File: config.mk
export PLATFORM = sky130hd
export DESIGN_NAME = ext_int_ctrl
export DESIGN_NICKNAME = d
export VERILOG_FILES = /design/src/rtl/int_ctrl_pkg.sv /design/src/rtl/int_prio_enc.sv /design/src/rtl/ext_int_ctrl.sv
export SDC_FILE = /design/constraint.sdc
export NUM_CORES = 1
export LEC_CHECK = 0
export BUFFER_PORTS_ARGS = -buffer_cell sky130_fd_sc_hd__buf_4
export CORE_MARGIN = 3
export CORE_UTILIZATION = 40
export DETAILED_ROUTE_END_ITERATION = 8
export GPL_ROUTABILITY_DRIVEN = 0
export GPL_TIMING_DRIVEN = 0
export HOLD_SLACK_MARGIN = 0.12
export PLACE_DENSITY = 0.69
export SYNTH_ARGS = -nofsm -noshare
export SYNTH_HDL_FRONTEND = slang
export SYNTH_HIERARCHICAL = 1
export SYNTH_SLANG_ARGS = --single-unit
File: constraint.sdc
create_clock -name clk -period 5.47 [get_ports clk]
set_clock_uncertainty 0.2 [all_clocks]
set_input_delay 0 -clock clk [delete_from_list [all_inputs] [get_ports clk]]
set_output_delay 0 -clock clk [all_outputs]
set_load 0.005 [all_outputs]
File: src/rtl/int_ctrl_pkg.sv
// Shared constants and FSM state type for the external interrupt controller.
package int_ctrl_pkg;

    localparam int NUM_SRC_DEF = 8;
    localparam int ID_W        = $clog2(NUM_SRC_DEF);

    typedef enum logic [1:0] {
        IDLE    = 2'd0,
        SIGNAL  = 2'd1,
        SERVICE = 2'd2
    } state_e;

endpackage

File: src/rtl/int_prio_enc.sv
// Combinational lowest-index-first priority encoder.
module int_prio_enc #(
    parameter int N = 8,
    parameter int W = $clog2(N)
) (
    input  logic [N-1:0] req_i,
    output logic [W-1:0] id_o,
    output logic         any_o
);

    // Scan downwards so the lowest set index is the last assignment to stick.
    always_comb begin
        id_o = '0;
        for (int i = N - 1; i >= 0; i--) begin
            if (req_i[i]) id_o = W'(i);
        end
    end

    assign any_o = |req_i;

endmodule

File: src/rtl/ext_int_ctrl.sv
// External interrupt controller: pending/enable tracking, claim/complete handshake.
// Build option INT_EDGE_TRIG_EN selects rising-edge triggers; default is level.
module ext_int_ctrl
    import int_ctrl_pkg::*;
#(
    parameter  int NUM_SRC = NUM_SRC_DEF,
    localparam int IDW     = $clog2(NUM_SRC)
) (
    input  logic               clk,
    input  logic               rst_n,
    input  logic [NUM_SRC-1:0] irq_src,
    input  logic               en_we,
    input  logic [NUM_SRC-1:0] en_wdata,
    output logic [NUM_SRC-1:0] en_mask,
    output logic               ext_int,
    input  logic               claim_req,
    output logic               claim_valid,
    output logic [IDW-1:0]     claim_id,
    output logic               claim_empty,
    input  logic               complete_req,
    input  logic [IDW-1:0]     complete_id
);

    state_e             state_q, state_d;
    logic [NUM_SRC-1:0] pend_q, pend_d;
    logic [NUM_SRC-1:0] en_q, en_d;
    logic [IDW-1:0]     svc_q, svc_d;
    logic [IDW-1:0]     cid_q, cid_d;
    logic               cval_q, cval_d;
    logic               cemp_q, cemp_d;
    logic               ext_q;
    logic [NUM_SRC-1:0] trig;
    logic [NUM_SRC-1:0] elig;
    logic [IDW-1:0]     win_id;
    logic               win_any;

`ifdef INT_EDGE_TRIG_EN
    logic [NUM_SRC-1:0] irq_prev_q;

    always_ff @(posedge clk or negedge rst_n) begin
        if (!rst_n) irq_prev_q <= '0;
        else        irq_prev_q <= irq_src;
    end

    assign trig = irq_src & ~irq_prev_q;
`else
    assign trig = irq_src;
`endif

    assign elig = pend_q & en_q;

    int_prio_enc #(.N(NUM_SRC), .W(IDW)) u_enc (
        .req_i (elig),
        .id_o  (win_id),
        .any_o (win_any)
    );

    always_comb begin
        state_d = state_q;
        pend_d  = pend_q;
        svc_d   = svc_q;
        cval_d  = 1'b0;
        cemp_d  = 1'b0;
        cid_d   = '0;
        en_d    = en_we ? en_wdata : en_q;

        case (state_q)
            IDLE:    if (win_any) state_d = SIGNAL;
            SIGNAL:  if (!win_any) state_d = IDLE;
            SERVICE: if (complete_req && (complete_id == svc_q)) state_d = IDLE;
            default: state_d = IDLE;
        endcase

        // A simultaneous complete takes precedence; the claim is dropped.
        if (claim_req && !complete_req) begin
            cval_d = 1'b1;
            if ((state_q != SERVICE) && win_any) begin
                cid_d   = win_id;
                svc_d   = win_id;
                pend_d  = pend_q & ~(NUM_SRC'(1) << win_id);
                state_d = SERVICE;
            end else begin
                cemp_d = 1'b1;
            end
        end

        // New triggers are merged last so they survive a same-cycle claim.
        pend_d = pend_d | trig;
    end

    always_ff @(posedge clk or negedge rst_n) begin
        if (!rst_n) begin
            state_q <= IDLE;
            pend_q  <= '0;
            en_q    <= '0;
            svc_q   <= '0;
            cid_q   <= '0;
            cval_q  <= 1'b0;
            cemp_q  <= 1'b0;
            ext_q   <= 1'b0;
        end else begin
            state_q <= state_d;
            pend_q  <= pend_d;
            en_q    <= en_d;
            svc_q   <= svc_d;
            cid_q   <= cid_d;
            cval_q  <= cval_d;
            cemp_q  <= cemp_d;
            ext_q   <= (state_d == SIGNAL);
        end
    end

    assign en_mask     = en_q;
    assign ext_int     = ext_q;
    assign claim_valid = cval_q;
    assign claim_id    = cid_q;
    assign claim_empty = cemp_q;

endmodule

==> summary.txt, run 1 <==
Detailed routing
  • DR vias/cell: 4.97
  • WL per Instance: 13.7 um
  • 1st-iter DRT viols: 26
  • DRC: 0
  • WL final: 2900 um
  • Vias: 1053
  • First-pass DRT Iterations: 4
  • Antenna Nets Post-Route: 0

Global routing
  • Tot GR Track Use: 16.7%
  • Initial antenna violation count: 0
  • Vias in the first global route: 1112
  • Global route total overflow: 0
  • Largest net degree at the start of global routing: 28
  • First-pass GRT wire length: 4640 um

Power and ir drop
  • Max VDD drop: 172 uV
  • Power Density: 238 nW/um^2
  • Leak Pwr: 0.849 nW

Critical path
  • Worst endpoint required time: 5.49 ns
  • Crit path kind: register to register
  • Critical Path Sink Type: register
  • Worst endpoint data arrival time: 3.01 ns
  • Crit Path Max Fanout: 7
  • Worst setup SP type: register

Floorplanning
  • Core area: 2850 um^2
  • Rows: 19
  • Horiz. Die Dim: 61.4 um
  • Starting Density: 43.1%
  • Number of top-level pins: 38
  • Die Y: 61.4 um
  • Die area: 3770 um^2

STA
  • Final setup fails: 0
  • Least-Margin Pin Slew: 1.17 ns
  • Final period utilization: 54.7%
  • Final Hold Vio Count: 0
  • Fin crit period: 2.99 ns
  • Total negative slack: 0 ns
  • Worst setup margin: 2.48 ns
  • Fmax: 334 MHz
  • RSZ-0062 raised after global routing: no
  • Max Slew Vio Count: 0
  • Slew headroom: 20.9%

Clock network
  • Hold_buf cts: 33
  • Worst-Skew Late Latency: 0.33 ns
  • Post_cts resized: 0
  • Clk pin slew, worst setup/hold paths: 0.15 ns
  • CTS tree: built
  • CTS Sinks: 27
  • Max Root-Sink Buffers: 2
  • Setup bufs post-CTS: 0
  • Root buf cell: clkbuf_4
  • CTS Buf Count: 3
  • Maximum level of the CTS H-tree: 1

Logic synthesis
  • Post-Syn Area: 1230 um^2
  • Seq/Total Area, Yosys: 55.0%
  • EDFF count, synth: 0
  • Syn Nets: 132
  • Synthesized area per cell: 11.4 um^2
  • Yosys warnings: 6
  • Post-Syn Instances: 108
  • Synth Flop Type: dfrtp_1
  • Ys async rst share: 100%
  • Netlist cell types: 28
  • Synthesized flop and latch total: 27

Placement
  • Detail Placement HPWL: 1960 um
  • Port bufs: 36
  • DP Worst Slack: 3.02 ns

Final layout
  • Filler cell count: 230
  • Multi-input gate area: 514 um^2
  • Seq. cell area: 676 um^2
  • # diodes: 0
  • Most common cell after layout, fill and taps aside: buf_4
  • P&R area growth vs syn: 55.1%
  • Share of cells above drive strength 1: 32.0%
  • Layout net count: 206
  • Most frequent cells in the layout: 36 x buf_4, 32 x dlygate4sd3_1, 27 x dfrtp_1

Min path
  • Hold WC Path Type: input pin to register

Run
  • Maxcap violations: 0

Outcome
  • Status: finished, final reports clean
## metal layers
| metal | GRT usage [%] | vias to the layer above | wire (um) |
|---|---|---|---|
| li1 | - | 515 | - |
| met1 | 17.9 | 518 | 1150 |
| met2 | 32.6 | 16 | 1640 |
| met3 | 3.56 | 4 | 87 |
| met4 | 4.85 | 0 | 23 |
| met5 | 0 | - | 0 |
## cells in the mapped netlist (all sizes together) (2+ instances only)
cell type	number	area [um^2]
inv	3	11.3
nor2b	3	26.3
nor3	2	10.0
dfrtp	27	676
nand2b	3	18.8
buf	3	27.5
xnor2	3	26.3
nand3	2	22.5
nor3b	2	15.0
mux2	10	120
nor2	20	75.1
a21boi	2	15.0
and2	8	50.1
a21oi	10	50.1
## path summary, 6_finish.rpt
check	depth (start not counted)	start	end	slack, ns
setup / recovery	6	en_mask[4]$_DFFE_PN0P_	pend_q[3]$_DFF_PN0_	2.48
hold / removal	4	irq_src[4]	pend_q[4]$_DFF_PN0_	0.27
setup reg to reg	6	en_mask[4]$_DFFE_PN0P_	pend_q[3]$_DFF_PN0_	2.48
hold reg to reg	1	state_q[1]$_DFF_PN0_	ext_int$_DFF_PN0_	0.29
max in group asynchronous	4	rst_n	en_mask[2]$_DFFE_PN0P_	4.45
min in group asynchronous	4	rst_n	ext_int$_DFF_PN0_	0.45
## worst max-delay path, cell delays in order (launching register included)
cell and delay, ns:
dfrtp_1 0.42, and2_1 0.20, o41ai_1 1.05, nand2_1 0.24
nor2_1 0.15, a21oi_1 0.08, dlygate4sd3_1 0.56
## metrics by stage
step                hold slack [ns]  utilization, %  cell area, um^2  total power, W  cells
finish                        0.265            66.8             1910        0.000453    212
detailed placement           -0.267            53.9             1540        0.000343    175
floorplan                    -0.496               -             1230        0.000296    108
global route                  0.262            66.8             1910        0.000476    212
CTS                           0.262            66.8             1910        0.000455    212
global placement             -0.273            53.9             1540        0.000338    175
## kinds of logic (layout without fill, tap and decap cells)
group           after synthesis  in the layout  share of synthesized area, %
mux                          10             10                          9.78
flops                        27             27                          55.0
xor+xnor                      3              3                          2.14
buf+inv                       6             79                          3.16
compound gates               17             17                          8.35
simple gates                 45             45                          21.6
## registers in the layout, indices dropped and copies added, names as in the netlist
name,flops
claim_empty,1
en_mask,8
claim_valid,1
ext_int,1
claim_id,3
state_q,2
svc_q,3
pend_q,8
## area by class of cell
class                      instances  share of cell area, %
buffer                             3                   1.44
clock buffer                       3                   1.18
timing repair buffer              69                   32.0
sequential                        27                   35.5
clock inverter                     1                  0.263
tap                               31                   2.04
inverter                           3                  0.591
multi-input combinational         75                   27.0
## power breakdown
group | switching (W) | total, W | leakage (nW) | internal [W]
registers | 0.0000134 | 0.000234 | 0.308 | 0.000220
clock network | 0.0000597 | 0.0000871 | 0.0177 | 0.0000274
logic | 0.0000524 | 0.000132 | 0.524 | 0.0000801
total | 0.000125 | 0.000453 | 0.849 | 0.000328
Note: power is estimated with default switching activity, not from simulation.
==> run 2: changes to the inputs <==
--- a/config.mk
+++ b/config.mk
@@ -12,7 +12,7 @@
 export GPL_ROUTABILITY_DRIVEN = 0
 export GPL_TIMING_DRIVEN = 0
 export HOLD_SLACK_MARGIN = 0.12
-export PLACE_DENSITY = 0.69
+export PLACE_DENSITY = 0.71
 export SYNTH_ARGS = -nofsm -noshare
 export SYNTH_HDL_FRONTEND = slang
 export SYNTH_HIERARCHICAL = 1
==> constraint.sdc (replaced) <==
create_clock -name clk -period 2.5 [get_ports clk]
set_clock_uncertainty 0.2 [all_clocks]
set_input_delay 0 -clock clk [delete_from_list [all_inputs] [get_ports clk]]
set_output_delay 0 -clock clk [all_outputs]
set_load 0.005 [all_outputs]
==> summary.txt, run 2 (synthesized netlist as in run 1, its figures left out) <==
Outcome
  • Status: finished, final reports clean

STA
  • Fmax: 414 MHz
  • Slew headroom: 58.4%
  • Least-Margin Pin Slew: 0.623 ns
  • Total negative slack: 0 ns
  • Final period utilization: 96.5%
  • Max Slew Vio Count: 0
  • Fin crit period: 2.41 ns
  • Final setup fails: 0
  • Final Hold Vio Count: 0
  • RSZ-0062 raised after global routing: no

Final layout
  • Final Util: 66.0%
  • Share of cells above drive strength 1: 33.0%
  • P&R area growth vs syn: 53.3%
  • Most common cell after layout, fill and taps aside: buf_4
  • Layout net count: 204
  • Seq. cell area: 676 um^2
  • Post-route cell area: 1880 um^2
  • Filler cell count: 219
  • Most frequent cells in the layout: 36 x buf_4, 29 x dlygate4sd3_1, 27 x dfrtp_1
  • # diodes: 0
  • Multi-input gate area: 514 um^2

Power and ir drop
  • P_int: 0.000716 W
  • Leak Pwr: 0.845 nW
  • Clock share of power: 19.6%
  • Sequential power share: 51.4%
  • Power Density: 528 nW/um^2
  • Switching pwr: 0.000279 W
  • Logic pwr share: 29.0%
  • Switching part of the total: 28.0%
  • Max VDD drop: 334 uV
  • Tot Pwr: 0.000995 W

Floorplanning
  • Number of top-level pins: 38
  • Rows: 19
  • Starting Density: 43.1%
  • Horiz. Die Dim: 61.4 um
  • Die Y: 61.4 um
  • Core area: 2850 um^2
  • Die area: 3770 um^2

Critical path
  • FF-to-FF setup slack: 0.09 ns
  • Worst setup SP type: register
  • Crit path kind: register to register
  • Crit Path Max Fanout: 7
  • CP cell instances: and2_1 > nor4_2 > nand3_1 > a21oi_1 > a41oi_1 > dlygate4sd3_1
  • Worst path max stage delay: 0.57 ns
  • Worst reg2reg path depth: 6
  • Worst endpoint required time: 2.53 ns
  • Worst endpoint data arrival time: 2.44 ns
  • Slowest cell on crit path: dlygate4sd3_1
  • Critical Path Sink Type: register
  • End of the worst register-to-register path: state_q[1]$_DFF_PN0_
  • FF-to-FF Start: en_mask[4]$_DFFE_PN0P_

Placement
  • Detail Placement HPWL: 1870 um
  • DP Area: 1540 um^2
  • Port bufs: 36

Min path
  • Worst Hold End: pend_q[6]$_DFF_PN0_
  • Hold WC Path Type: input pin to register
  • WHS Path Cells: 4
  • Hold_sp: irq_src[6]

Detailed routing
  • 1st-iter DRT viols: 33
  • DR vias/cell: 4.91
  • WL final: 2980 um
  • Vias: 1032
  • First-pass DRT Iterations: 6
  • DRC: 0
  • Antenna Nets Post-Route: 0
  • WL per Instance: 14.2 um

Global routing
  • GRT Max-Usage Layer: met2
  • First-pass GRT wire length: 4800 um
  • Initial antenna violation count: 0
  • Met2 usage: 30.4%
  • Vias in the first global route: 1059
  • M3 GR Usage: 3.56%
  • Met1 Use GR: 22.2%
  • Global route total overflow: 0
  • Tot GR Track Use: 17.6%
  • Largest net degree at the start of global routing: 28

Clock network
  • Root buf cell: clkbuf_4
  • Maximum level of the CTS H-tree: 1
  • Worst-Skew Late Latency: 0.32 ns
  • Setup bufs post-CTS: 0
  • CTS Sinks: 27
  • CTS Buf Count: 3
  • Max Root-Sink Buffers: 2
  • CTS tree: built
  • Clk pin slew, worst setup/hold paths: 0.15 ns

Run
  • Maxcap violations: 0
run 2: cell count changes in the layout (fill, tap and decap cells not counted), sizes merged:
cell / previous run / this run
clkbuf: 3 / 4
clkinv: 1 / 0
clkinvlp: 0 / 1
dlygate4sd3: 32 / 29
run 2: what timing repair did:
action / CTS / global route
resized for setup: 0 / 1
hold buffers: 30 / 0
endpoints found under the hold margin: 54 / 0
setup endpoints to repair: 0 / 5
run 2: worst max-delay path: cells and delay by family, from the launching register on:
kind	cells	cell delay, ns
AO/OA/AOI/OAI	2	0.30
flip-flops	1	0.42
AND/OR/NAND/NOR	3	0.82
buffers and inverters	1	0.57
run 2: per-stage QoR:
stage / setup slack (ns) / hold WS (ns) / instances
after CTS: 0.103 / 0.245 / 209
after global routing: 0.00363 / 0.264 / 210
after global placement: 0.177 / -0.272 / 175
after detailed placement: 0.117 / -0.268 / 175
after floorplan: 0.561 / -0.496 / 108
final: 0.0870 / 0.265 / 210
run 2: cell type report:
| cell class | instances | area share [%] |
|---|---|---|
| Multi-Input combinational cell | 75 | 27.3 |
| Inverter | 3 | 0.598 |
| Clock inverter | 1 | 0.399 |
| Timing Repair Buffer | 67 | 31.1 |
| Sequential cell | 27 | 35.9 |
| Buffer | 3 | 1.46 |
| Clock buffer | 3 | 1.20 |
| Tap cell | 31 | 2.06 |
run 2: worst max path at each step:
stage               slack (ns)  depth (start not counted)                    from                   end
floorplan                 0.56                          5  en_mask[4]$_DFFE_PN0P_   pend_q[2]$_DFF_PN0_
global placement          0.18                          5  en_mask[4]$_DFFE_PN0P_   pend_q[1]$_DFF_PN0_
detailed placement        0.12                          7  en_mask[6]$_DFFE_PN0P_   pend_q[1]$_DFF_PN0_
CTS                       0.10                          7  en_mask[6]$_DFFE_PN0P_   pend_q[2]$_DFF_PN0_
global route             0.004                          6  en_mask[4]$_DFFE_PN0P_  state_q[1]$_DFF_PN0_
finish                    0.09                          6  en_mask[4]$_DFFE_PN0P_  state_q[1]$_DFF_PN0_
run 2: power by group through the flow:
stage,Clock [W],Sequential (W),Combinational [W]
CTS,0.000200,0.000511,0.000280
global route,0.000216,0.000518,0.000318
floorplan,0,0.000515,0.000133
finish,0.000195,0.000511,0.000289
global placement,0,0.000518,0.000222
detailed placement,0,0.000520,0.000227
run 2: per-layer routing:
layer / wire length (um) / up-vias / share of wire, %
met5: 0 / - / 0
met4: 30 / 0 / 1.0
met3: 139 / 4 / 4.7
met2: 1550 / 31 / 52
met1: 1260 / 492 / 42
li1: - / 505 / -
==> run 3: changes to the inputs <==
--- a/config.mk
+++ b/config.mk
@@ -7,12 +7,12 @@
 export LEC_CHECK = 0
 export BUFFER_PORTS_ARGS = -buffer_cell sky130_fd_sc_hd__buf_4
 export CORE_MARGIN = 3
-export CORE_UTILIZATION = 40
+export CORE_UTILIZATION = 45
 export DETAILED_ROUTE_END_ITERATION = 8
 export GPL_ROUTABILITY_DRIVEN = 0
 export GPL_TIMING_DRIVEN = 0
 export HOLD_SLACK_MARGIN = 0.12
-export PLACE_DENSITY = 0.71
+export PLACE_DENSITY = 0.78
 export SYNTH_ARGS = -nofsm -noshare
 export SYNTH_HDL_FRONTEND = slang
 export SYNTH_HIERARCHICAL = 1
==> summary.txt, run 3 (synthesized netlist as in run 1, its figures left out) <==
STA
  • Final setup fails: 0
  • Fmax: 433 MHz
  • Final period utilization: 92.4%
  • Final Hold Vio Count: 0
  • Slew headroom: 49.2%
  • Max Slew Vio Count: 0
  • Least-Margin Pin Slew: 0.756 ns
  • Total negative slack: 0 ns
  • RSZ-0062 raised after global routing: no
  • Fin crit period: 2.31 ns

Final layout
  • Multi-input gate area: 527 um^2
  • Seq. cell area: 676 um^2
  • Most common cell after layout, fill and taps aside: buf_4
  • Filler cell count: 171
  • Final cell count without fillers: 208
  • # diodes: 0
  • Layout net count: 203
  • Most frequent cells in the layout: 36 x buf_4, 29 x dlygate4sd3_1, 27 x dfrtp_1
  • Share of cells above drive strength 1: 33.1%
  • P&R area growth vs syn: 53.5%

Clock network
  • CTS Sinks: 27
  • Clk pin slew, worst setup/hold paths: 0.13 ns
  • CTS tree: built
  • Worst-Skew Late Latency: 0.32 ns
  • Max Root-Sink Buffers: 2
  • Maximum level of the CTS H-tree: 1
  • CTS Buf Count: 3
  • Root buf cell: clkbuf_4

Global routing
  • First-pass GRT wire length: 4910 um
  • Tot GR Track Use: 18.9%
  • Initial antenna violation count: 0
  • Global route total overflow: 0
  • Largest net degree at the start of global routing: 28
  • Vias in the first global route: 1105

Power and ir drop
  • Logic pwr share: 29.3%
  • Leak Pwr: 0.846 nW
  • Power Density: 519 nW/um^2
  • Switching part of the total: 26.8%
  • Max VDD drop: 399 uV
  • Switching pwr: 0.000263 W
  • Clock share of power: 18.5%
  • Sequential power share: 52.2%
  • P_int: 0.000717 W

Floorplanning
  • Horiz. Die Dim: 58.3 um
  • Die Y: 58.3 um
  • Starting Density: 48.3%
  • Core area: 2540 um^2
  • Number of top-level pins: 38
  • Rows: 18
  • Die area: 3390 um^2

Critical path
  • WP buf/inv: 1
  • CP delay by family, top: simple AND/OR/NAND/NOR gates
  • Worst endpoint data arrival time: 2.32 ns
  • Slowest cell on crit path: dlygate4sd3_1
  • Worst setup SP type: register
  • Worst endpoint required time: 2.51 ns
  • CP cell instances: and2_1 > nor4_2 > nand3_2 > a21oi_1 > a41oi_1 > dlygate4sd3_1
  • Crit path kind: register to register
  • Crit Path Max Fanout: 7
  • Worst path max stage delay: 0.57 ns
  • Critical Path Sink Type: register

Detailed routing
  • WL per Instance: 13.7 um
  • DR vias/cell: 5.01
  • WL final: 2850 um
  • DRC: 0
  • First-pass DRT Iterations: 4
  • Antenna Nets Post-Route: 0
  • 1st-iter DRT viols: 27
  • Vias: 1043

Min path
  • Hold WC Path Type: input pin to register

Placement
  • Detail Placement HPWL: 1850 um
  • Port bufs: 36
  • Post-Place Cells: 174

Outcome
  • Status: finished, final reports clean

Run
  • Maxcap violations: 0
==> run 3: final cells by class <==
cell class,instances,area share [%]
tap,30,1.99
sequential,27,35.8
buffer,3,1.46
inverter,3,0.597
multi-input combinational,75,27.9
clock buffer,4,1.39
timing repair buffer,66,30.8
==> run 3: stage by stage <==
stage          setup WS [ns]  utilization [%]  cell area, um^2  power (W)  hold WS [ns]
3_5_place_dp          0.0953             60.4             1540   0.000747        -0.273
4_1_cts                0.131             73.6             1870   0.000976         0.255
5_1_grt               0.0563             74.1             1890    0.00103         0.284
2_1_floorplan          0.561                -             1230   0.000648        -0.496
3_3_place_gp           0.137             60.4             1540   0.000739        -0.277
6_report               0.190             74.1             1890   0.000979         0.258
==> run 3: worst reg2reg max path, cell delays in order (launching register included) <==
cell           delay (ns)
dfrtp_1              0.42
and2_1               0.21
nor4_2               0.35
nand3_2              0.22
a21oi_1              0.18
a41oi_1              0.05
dlygate4sd3_1        0.57
==> run 3: repair_timing <==
action                     in CTS  in global routing
buffers inserted                0                  0
resized for setup               0                  2
setup endpoints to repair       0                  7
hold buffers                   30                  0
hold endpoints to repair       54                  0
==> run 3: worst paths after layout <==
path                                   startpoint                endpoint  slack [ns]  cells after the start
max                        en_mask[4]$_DFFE_PN0P_    state_q[1]$_DFF_PN0_        0.19                      6
min                                    irq_src[0]     pend_q[0]$_DFF_PN0_        0.26                      4
max reg2reg                en_mask[4]$_DFFE_PN0P_    state_q[1]$_DFF_PN0_        0.19                      6
min reg2reg                  state_q[1]$_DFF_PN0_       ext_int$_DFF_PN0_        0.31                      1
max in group asynchronous                   rst_n  en_mask[6]$_DFFE_PN0P_        1.48                      4
min in group asynchronous                   rst_n    state_q[1]$_DFF_PN0_        0.47                      4
==> run 3: power groups by stage <==
stage | sequential, W | clock [W] | combinational, W
final | 0.000511 | 0.000181 | 0.000287
after CTS | 0.000511 | 0.000185 | 0.000280
after global routing | 0.000517 | 0.000201 | 0.000314
after detailed placement | 0.000519 | 0 | 0.000227
after global placement | 0.000518 | 0 | 0.000221
after floorplan | 0.000515 | 0 | 0.000133
==> run 3: routing by layer <==
metal / routed length (um) / share of wire, % / track usage [%] / vias to the layer above
met5: 0 / 0 / 0 / -
met3: 143 / 5.0 / 4.23 / 7
li1: - / - / - / 506
met1: 1160 / 41 / 22.6 / 496
met4: 41 / 1.4 / 5.96 / 0
met2: 1510 / 53 / 33.7 / 34
